`config.mk`:
```
export PLATFORM = sky130hd
export DESIGN_NAME = dmem_arbiter
export DESIGN_NICKNAME = d
export VERILOG_FILES = /design/src/rtl/dmem_arbiter.sv
export SDC_FILE = /design/constraint.sdc
export NUM_CORES = 1
export LEC_CHECK = 0
export CORE_MARGIN = 3
export CORE_UTILIZATION = 37
export DETAILED_ROUTE_END_ITERATION = 7
export MAX_ROUTING_LAYER = met4
export PLACE_DENSITY = 0.79
export SYNTH_ARGS = -nofsm -noshare
export SYNTH_HDL_FRONTEND = slang
export SYNTH_SLANG_ARGS = --single-unit
```
`constraint.sdc`:
```
create_clock -name clk -period 2.55 [get_ports clk]
set_input_delay 0.255 -clock clk [delete_from_list [all_inputs] [get_ports clk]]
set_output_delay 0.255 -clock clk [all_outputs]
set_load 0.03 [all_outputs]
```
`src/rtl/dmem_arbiter.sv`:
```
// Two-port round-robin front end for the data memory: decodes RISC-V funct3 and
// address into byte lanes, rejects misaligned/out-of-range accesses, sequences access.
module dmem_arbiter #(
   parameter logic [31:0] BASE_ADDR   = 32'h8000_0000,
   parameter int unsigned DEPTH_WORDS = 1024,
   parameter int unsigned READ_LAT    = 1
) (
   input  logic        clk,
   input  logic        rst_n,
   input  logic [1:0]  reqValid,
   input  logic [1:0]  reqWrite,
   input  logic [5:0]  reqFunct3,
   input  logic [63:0] reqAddr,
   input  logic [63:0] reqWdata,
   output logic [1:0]  reqGnt,
   output logic [1:0]  rspValid,
   output logic        rspErr,
   output logic [31:0] rspData,
   output logic        memReadEnable,
   output logic        memWriteEnable,
   output logic [3:0]  memWriteByteSelect,
   output logic [3:0]  memReadByteSelect,
   output logic [2:0]  memLoadSelect,
   output logic [31:0] memAddress,
   output logic [31:0] memDataIn,
   input  logic [31:0] memDataOut
);

   localparam logic [1:0] S_IDLE   = 2'd0;
   localparam logic [1:0] S_ACCESS = 2'd1;
   localparam logic [1:0] S_WAIT   = 2'd2;
   localparam logic [1:0] S_ERRRSP = 2'd3;

   // 33-bit bounds so a memory ending at 2^32 does not wrap to zero
   localparam logic [32:0] ADDR_LO = {1'b0, BASE_ADDR};
   localparam logic [32:0] ADDR_HI = ADDR_LO + (33'(DEPTH_WORDS) << 2);
   localparam logic [1:0]  LAT     = 2'(READ_LAT);

   logic [1:0]  state_q, state_d;
   logic        last_grant_q, last_grant_d;
   logic        id_q, id_d;
   logic        write_q, write_d;
   logic [1:0]  cnt_q, cnt_d;
   logic [1:0]  gnt_q, gnt_d;
   logic [1:0]  rsp_valid_q, rsp_valid_d;
   logic        rsp_err_q, rsp_err_d;
   logic [31:0] rsp_data_q, rsp_data_d;
   logic        mem_re_q, mem_re_d;
   logic        mem_we_q, mem_we_d;
   logic [3:0]  mem_wsel_q, mem_wsel_d;
   logic [3:0]  mem_rsel_q, mem_rsel_d;
   logic [2:0]  mem_lsel_q, mem_lsel_d;
   logic [31:0] mem_addr_q, mem_addr_d;
   logic [31:0] mem_din_q, mem_din_d;

   logic        win_id;
   logic        sel_write;
   logic [2:0]  sel_f3;
   logic [31:0] sel_addr;
   logic [31:0] sel_wdata;
   logic [1:0]  off;
   logic [32:0] addr33;
   logic [3:0]  dec_sel;
   logic        dec_err;
   logic        in_range;

   always_comb begin
      win_id    = (reqValid[0] && reqValid[1]) ? ~last_grant_q : reqValid[1];
      sel_write = win_id ? reqWrite[1]       : reqWrite[0];
      sel_f3    = win_id ? reqFunct3[5:3]    : reqFunct3[2:0];
      sel_addr  = win_id ? reqAddr[63:32]    : reqAddr[31:0];
      sel_wdata = win_id ? reqWdata[63:32]   : reqWdata[31:0];
      off       = sel_addr[1:0];
      addr33    = {1'b0, sel_addr};
      in_range  = (addr33 >= ADDR_LO) && (addr33 < ADDR_HI);

      dec_sel = 4'b0000;
      dec_err = 1'b0;
      case (sel_f3[1:0])
         2'b00: dec_sel = 4'b0001 << off;
         2'b01: begin
            dec_sel = 4'b0011 << off;
            dec_err = off[0];
         end
         2'b10: begin
            dec_sel = 4'b1111;
            dec_err = (off != 2'b00) || sel_f3[2];
         end
         default: dec_err = 1'b1;
      endcase
      if ((sel_write && sel_f3[2]) || !in_range) begin
         dec_err = 1'b1;
      end
   end

   always_comb begin
      state_d      = state_q;
      last_grant_d = last_grant_q;
      id_d         = id_q;
      write_d      = write_q;
      cnt_d        = cnt_q;
      gnt_d        = '0;
      rsp_valid_d  = '0;
      rsp_err_d    = 1'b0;
      rsp_data_d   = '0;
      mem_re_d     = 1'b0;
      mem_we_d     = 1'b0;
      mem_wsel_d   = mem_wsel_q;
      mem_rsel_d   = mem_rsel_q;
      mem_lsel_d   = mem_lsel_q;
      mem_addr_d   = mem_addr_q;
      mem_din_d    = mem_din_q;

      case (state_q)
         S_IDLE: begin
            if (|reqValid) begin
               gnt_d        = win_id ? 2'b10 : 2'b01;
               last_grant_d = win_id;
               id_d         = win_id;
               write_d      = sel_write;
               if (dec_err) begin
                  state_d = S_ERRRSP;
               end else begin
                  state_d    = S_ACCESS;
                  mem_addr_d = sel_addr;
                  mem_lsel_d = sel_f3;
                  mem_din_d  = sel_wdata << {off, 3'b000};
                  if (sel_write) begin
                     mem_we_d   = 1'b1;
                     mem_wsel_d = dec_sel;
                  end else begin
                     mem_re_d   = 1'b1;
                     mem_rsel_d = dec_sel;
                  end
               end
            end
         end
         S_ACCESS: begin
            if (write_q) begin
               rsp_valid_d = id_q ? 2'b10 : 2'b01;
               state_d     = S_IDLE;
            end else begin
               cnt_d   = LAT;
               state_d = S_WAIT;
            end
         end
         S_WAIT: begin
            cnt_d = cnt_q - 2'd1;
            if (cnt_q == 2'd1) begin
               rsp_valid_d = id_q ? 2'b10 : 2'b01;
               rsp_data_d  = memDataOut;
               state_d     = S_IDLE;
            end
         end
         default: begin
            rsp_valid_d = id_q ? 2'b10 : 2'b01;
            rsp_err_d   = 1'b1;
            state_d     = S_IDLE;
         end
      endcase
   end

   always_ff @(posedge clk or negedge rst_n) begin
      if (!rst_n) begin
         state_q      <= S_IDLE;
         last_grant_q <= 1'b1;
         id_q         <= 1'b0;
         write_q      <= 1'b0;
         cnt_q        <= '0;
         gnt_q        <= '0;
         rsp_valid_q  <= '0;
         rsp_err_q    <= 1'b0;
         rsp_data_q   <= '0;
         mem_re_q     <= 1'b0;
         mem_we_q     <= 1'b0;
         mem_wsel_q   <= '0;
         mem_rsel_q   <= '0;
         mem_lsel_q   <= '0;
         mem_addr_q   <= '0;
         mem_din_q    <= '0;
      end else begin
         state_q      <= state_d;
         last_grant_q <= last_grant_d;
         id_q         <= id_d;
         write_q      <= write_d;
         cnt_q        <= cnt_d;
         gnt_q        <= gnt_d;
         rsp_valid_q  <= rsp_valid_d;
         rsp_err_q    <= rsp_err_d;
         rsp_data_q   <= rsp_data_d;
         mem_re_q     <= mem_re_d;
         mem_we_q     <= mem_we_d;
         mem_wsel_q   <= mem_wsel_d;
         mem_rsel_q   <= mem_rsel_d;
         mem_lsel_q   <= mem_lsel_d;
         mem_addr_q   <= mem_addr_d;
         mem_din_q    <= mem_din_d;
      end
   end

   assign reqGnt             = gnt_q;
   assign rspValid           = rsp_valid_q;
   assign rspErr             = rsp_err_q;
   assign rspData            = rsp_data_q;
   assign memReadEnable      = mem_re_q;
   assign memWriteEnable     = mem_we_q;
   assign memWriteByteSelect = mem_wsel_q;
   assign memReadByteSelect  = mem_rsel_q;
   assign memLoadSelect      = mem_lsel_q;
   assign memAddress         = mem_addr_q;
   assign memDataIn          = mem_din_q;

endmodule

```
# Word-level counts from Yosys, hierarchy flattened
# Index checks and enable logic that the tools add are counted.
dict set report classes {
  bitwise 3
  order_cmp 2
  mux 33
  eq_ne 8
  shift 3
  add_sub_neg 1
  reduce_logical 18
}
# operator n
set ops {}
lappend ops {{2-to-1 mux 32 bit} 4}
lappend ops {{greater-or-equal comparator 32 bit (second input constant)} 1}
lappend ops {{less-than comparator 32 bit (second input constant)} 1}
lappend ops {{left shift 32 x 5 -> 32 bit} 1}
lappend ops {{2-to-1 mux 2 bit} 11}
lappend ops {{2-to-1 mux 1 bit} 12}
lappend ops {{case mux 2 bit (3 select lines)} 2}
lappend ops {{case mux 4 bit (3 select lines)} 1}
lappend ops {{AND reduction 4 bit} 2}
lappend ops {{equality test 2 x 1 -> 1 bit (second input constant)} 3}
lappend ops {{inequality test 2 bit (second input constant)} 3}
lappend ops {{AND reduction 2 bit} 3}
lappend ops {{equality test 2 bit (second input constant)} 2}
lappend ops {{logical NOT 2 bit} 2}
lappend ops {{case mux 2 bit (2 select lines)} 1}
lappend ops {{nonzero test 2 bit} 2}
lappend ops {{left shift 1 x 2 -> 4 bit (first input constant)} 1}
lappend ops {{left shift 2 x 2 -> 4 bit (first input constant)} 1}
lappend ops {{logical AND 1 bit} 3}
lappend ops {{2-to-1 mux 3 bit} 1}
lappend ops {{NOT 1 bit} 3}
lappend ops {{case mux 1 bit (3 select lines)} 1}
lappend ops {{AND reduction 3 bit} 1}
lappend ops {{OR reduction 3 bit} 1}
lappend ops {{other kinds (4)} 5}
dict set report word_totals {
  regBits 121
  in_bits 172
}

# Depth between registers and ports, before layout
dict set report depth {
  word_depth 11
  depth_mapped 9
  mapped_depth_nobuf 6
}

# Least setup slack after synthesis
# OpenSTA, ideal clock, no wires.
dict set report synth_timing {
  path_type {reg2reg}
  start {register last_grant_q}
  end {register mem_din_q[0], in the netlist memDataIn[0]}
  required_ps 2425
  stages_incl_launch_ff 8
  slack_ps 93
  path_buffers 2
  period_less_slack_ps 2457
  arrival_time_ps 2332
  setup_time_ps 125
  cell_sequence {dfstp_2 a21boi_4 mux2_4 a221o_1 or4_1 buf_2 buf_6 mux2_4}
}
dict set report synth_between {
  elab_chain_cells 10
  word_cells_on_any_way 22
}
# element line_no
set synth_rtl {}
lappend synth_rtl {{start: declaration} 40} ;# logic last_grant_q, last_grant_d;
lappend synth_rtl {{start signal: assignment} 183} ;# last_grant_q <= last_grant_d;
lappend synth_rtl {{NOT 1 bit (*)} 68} ;# win_id = (reqValid[0] && reqValid[1]) ? ~last_grant_q : reqValid[1];
lappend synth_rtl {{2-to-1 mux 1 bit (*)} 68}
lappend synth_rtl {{2-to-1 mux 32 bit} 71} ;# sel_addr = win_id ? reqAddr[63:32] : reqAddr[31:0];
lappend synth_rtl {{greater-or-equal comparator 32 bit / less-than comparator 32 bit (equally long branches)} 75} ;# in_range = (addr33 >= ADDR_LO) && (addr33 < ADDR_HI);
lappend synth_rtl {{logical AND 1 bit} 75}
lappend synth_rtl {{logical NOT 1 bit} 91} ;# if ((sel_write && sel_f3[2]) || !in_range) begin
lappend synth_rtl {{logical OR 1 bit} 91}
lappend synth_rtl {{2-to-1 mux 1 bit} 91}
lappend synth_rtl {{NOT 1 bit (no source line)} --}
lappend synth_rtl {{AND reduction 3 bit (no source line)} --}
lappend synth_rtl {{end signal: assignment} 197} ;# mem_din_q <= mem_din_d;
lappend synth_rtl {{end: declaration} 54} ;# logic [31:0] mem_din_q, mem_din_d;
# Every way passes the cells marked *; elsewhere a longest branch is shown, timed or not.
# A chain may end at the register's enable or synchronous reset.

# Worst setup path in the final report
dict set report layout_timing {
  start {register last_grant_q}
  end {register mem_addr_q[9], in the netlist memAddress[9]}
}
dict set report layout_between {
  elab_chain_cells 10
  word_cells_on_any_way 20
}
# element line_no
set layout_rtl {}
lappend layout_rtl {{NOT 1 bit (*)} 68}
lappend layout_rtl {{2-to-1 mux 1 bit (*)} 68}
lappend layout_rtl {{2-to-1 mux 32 bit} 71}
lappend layout_rtl {{greater-or-equal comparator 32 bit / less-than comparator 32 bit (equally long branches)} 75}
lappend layout_rtl {{logical AND 1 bit} 75}
lappend layout_rtl {{logical NOT 1 bit} 91}
lappend layout_rtl {{logical OR 1 bit} 91}
lappend layout_rtl {{2-to-1 mux 1 bit} 91}
lappend layout_rtl {{NOT 1 bit (no source line)} --}
lappend layout_rtl {{AND reduction 3 bit (no source line)} --}
lappend layout_rtl {{end signal: assignment} 196} ;# mem_addr_q <= mem_addr_d;
lappend layout_rtl {{end: declaration} 53} ;# logic [31:0] mem_addr_q, mem_addr_d;
# Marked as above.

==> impl_metrics.json <==
{
  "maxCapViolCount": 0,
  "min_period_over_period_pct": 97.2,
  "design_area_um2": 9800,
  "critical_path_buf_inv_count": 3,
  "cpLargestDelayFamily": "multiplexers",
  "final-max-slew-violation-count": 0,
  "worst_hold_slack_after_final_layout_ns": 0.404,
  "top_signal_layer_used": "met4",
  "synth.cell_area_um2": 5860,
  "place_area_um2": 9170,
  "final_nets": 981,
  "drt-pass1-iter-count": 4,
  "sum_of_met3_wire_segment_lengths_after_detailed_routing_um": 1290,
  "synth-main-ff-cell": "sky130_fd_sc_hd__dfrtp_1",
  "synth_top_cells_by_count": "120 x sky130_fd_sc_hd__dfrtp_1, 68 x sky130_fd_sc_hd__mux2i_1, 53 x sky130_fd_sc_hd__and2_1, 32 x sky130_fd_sc_hd__mux2_4, 27 x sky130_fd_sc_hd__inv_1",
  "power_density_nw_per_um2": 637,
  "cts-buffers-inserted": 17,
  "post-synth-top-area-cell": "sky130_fd_sc_hd__dfrtp_1",
  "synth_edf_count": 0,
  "wirelength_met1_um": 7420,
  "setup-violations-final": 0,
  "setup_repair_after_global_routing_missed_its_margin": "true",
  "drt-vias-per-instance": 4.78,
  "worstSetupEndpointType": "flip-flop",
  "route.final.wire_length_um": 18400,
  "grt_util_all_layers_pct": 21.6,
  "core-area_um2": 15400,
  "clock_tree.buffer_depth": 2,
  "gp_congestion": 0.897,
  "grt_max_degree": 60,
  "run_status": "finished clean",
  "post-route-drc-count": 0,
  "clock_insertion_delay_worst_skew_ns": 0.41,
  "post_synth_main_area_contributors": "sky130_fd_sc_hd__dfrtp_1 51%, sky130_fd_sc_hd__mux2i_1 12%, sky130_fd_sc_hd__mux2_4 8.2%",
  "netlist_instances": 490,
  "ios": 286,
  "max_clock_freq_ghz": 0.404,
  "synth_nets": 663,
  "vdd_drop_max_v": 0.000423,
  "port_buffers": 285,
  "rows": 45,
  "reg2reg_slack_ns": 0.07,
  "ys_async_rst_share_pct": 100,
  "synth-seq-area-share_pct": 51.7,
  "type_of_origin_of_the_critical_path": "flip-flop",
  "hold_viol": 0,
  "hpwl_um": 14100,
  "initial_utilization_pct": 38.1,
  "critical_path_required_ns": 2.84,
  "ys_types": 40,
  "clkSinkCount": 121,
  "tritoncts_clock_tree": "yes",
  "max_slew.worst_pin.slew_ns": 0.707,
  "fp.dieArea_um2": 17400,
  "worst_ep_arrival_time_ns": 2.77,
  "chipWidth_um": 132,
  "cts_setup_buffers": 0,
  "critPathSlowestCell": "sky130_fd_sc_hd__or4_4",
  "met2_wirelength_um": 9100,
  "crit_fanout": 13,
  "synth_most_common_cell": "sky130_fd_sc_hd__dfrtp_1",
  "via_count": 4930,
  "crit_path_frequent_cell": "sky130_fd_sc_hd__buf_4",
  "h_tree_level_count": 4,
  "antenna_violations_before_repair": 0,
  "drive_gt1_share_pct": 16.8,
  "synth-warning-count": 0,
  "grt_overflow_total": 0,
  "post_layout_minimum_cycle_time_ns": 2.48,
  "wire_per_inst_um": 17.8,
  "synth_seq_cells": 121,
  "post-layout-total-power_uw": 6250,
  "hp-class": "input port to flip-flop",
  "cp_cell_sequence": "a21boi_4 -> buf_4 -> buf_4 -> mux2_2 -> or4_4 -> clkbuf_16 -> mux2_4",
  "cts_root_buf": "sky130_fd_sc_hd__clkbuf_16",
  "detail-route-antenna-nets": 0,
  "worst_setup_hold_path_clk_slew_ns": 0.06,
  "initialDrtViolationCount": 215,
  "synth_largest_type_area_fraction_pct": 51.3,
  "via_count_of_the_first_global_routing_pass": 5344,
  "headroom_to_the_max_slew_limit_pct": 52.9,
  "setup_clock_skew_after_layout_ns": 0.0124,
  "power.leakage_uw": 0.00460,
  "layout-area-overhead-vs-synth_pct": 67.3,
  "antenna-diode-count": 0,
  "die_span_y_um": 132,
  "postSynthAreaPerCell_um2": 12.0,
  "first_pass_grt_wire_length_um": 28900,
  "worst-setup-path-type": "flip-flop to flip-flop",
  "tns_ns": 0,
  "worst_path_largest_cell_delay_ns": 0.58
}
state kept, by name, summed over array words and instances (netlist names), 3 cells and up:
name and flops:
memAddress 32, memDataIn 32, rspData 32, memReadByteSelect 4
memWriteByteSelect 4, memLoadSelect 3
cell type report:
type	count	area, um^2
Tap cell	211	264
Clock inverter	13	119
Multi-Input combinational cell	314	2570
Inverter	27	101
Fill cell	1175	5570
Timing Repair Buffer	327	3260
Sequential cell	121	3030
Clock buffer	19	453
routing by layer:
metal	up-vias	global-route usage, %
met5	-	-
met4	0	8.17
met3	43	6.41
met2	227	35.1
met1	2318	25.5
li1	2342	-
what timing repair did:
action                     4_1_cts  5_1_grt
hold endpoints to repair        49        0
setup endpoints to repair        0       27
gates resized for setup          0        4
hold buffers                     1        0
stage by stage:
stage               setup WS (ns)  instances  util (%)
floorplan                  0.0933        490         -
global placement           -0.199        998      59.7
detailed placement         -0.251        998      59.7
CTS                        0.0551       1031      63.5
global route             -0.00805       1032      63.8
finish                     0.0719       1032      63.8
path summary, 6_finish.rpt:
| path | startpoint | to | cells after the start |
|---|---|---|---|
| max | last_grant_q$_DFFE_PN1P_ | memAddress[9]$_DFFE_PN0P_ | 7 |
| max reg2reg | last_grant_q$_DFFE_PN1P_ | memAddress[9]$_DFFE_PN0P_ | 7 |
| max in group asynchronous | rst_n | rspData[5]$_DFF_PN0_ | 3 |
| min in group asynchronous | rst_n | memWriteByteSelect[0]$_DFFE_PN0P_ | 2 |
| min | memDataOut[28] | rspData[28]$_DFF_PN0_ | 2 |
| min reg2reg | id_q$_DFFE_PN0P_ | rspValid[0]$_DFF_PN0_ | 1 |
power breakdown:
part	internal (uW)	total, uW	switching, uW
Combinational	871	1760	887
Sequential	2110	2200	89.9
Clock	1400	2290	896
Total	4370	6250	1870
placed cells by master, fill, tap and decap left out, types with 2 or more instances in the layout:
master	count
sky130_fd_sc_hd__nor4_1	10
sky130_fd_sc_hd__inv_6	3
sky130_fd_sc_hd__mux2_4	32
sky130_fd_sc_hd__a211oi_1	17
sky130_fd_sc_hd__buf_12	5
sky130_fd_sc_hd__nor2_1	19
sky130_fd_sc_hd__nand2b_1	2
sky130_fd_sc_hd__clkinv_2	3
sky130_fd_sc_hd__dfrtp_1	120
sky130_fd_sc_hd__nor3_1	3
sky130_fd_sc_hd__clkbuf_8	2
sky130_fd_sc_hd__a21o_1	2
sky130_fd_sc_hd__buf_4	33
sky130_fd_sc_hd__mux2i_1	67
sky130_fd_sc_hd__clkinv_4	2
sky130_fd_sc_hd__clkbuf_16	18
sky130_fd_sc_hd__clkinvlp_4	4
sky130_fd_sc_hd__a21oi_1	13
sky130_fd_sc_hd__nor4b_1	2
sky130_fd_sc_hd__and2_1	53
sky130_fd_sc_hd__o22ai_1	9
sky130_fd_sc_hd__clkdlybuf4s50_1	284
sky130_fd_sc_hd__nor2b_1	10
sky130_fd_sc_hd__nand4_1	2
sky130_fd_sc_hd__o21ai_0	8
sky130_fd_sc_hd__inv_1	27
sky130_fd_sc_hd__nand2_1	26
sky130_fd_sc_hd__buf_6	3
sky130_fd_sc_hd__mux2_2	24
kinds of logic after synthesis:
family,after synthesis,synth area share [%]
AOI/OAI and AO/OA,57,6.49
and+or+nand+nor,132,12.5
buffers and inverters,55,4.61
DFF,121,51.7
muxes,124,24.4
adders and majority gates,1,0.214
No activity file was read; power rests on OpenSTA's default activity.
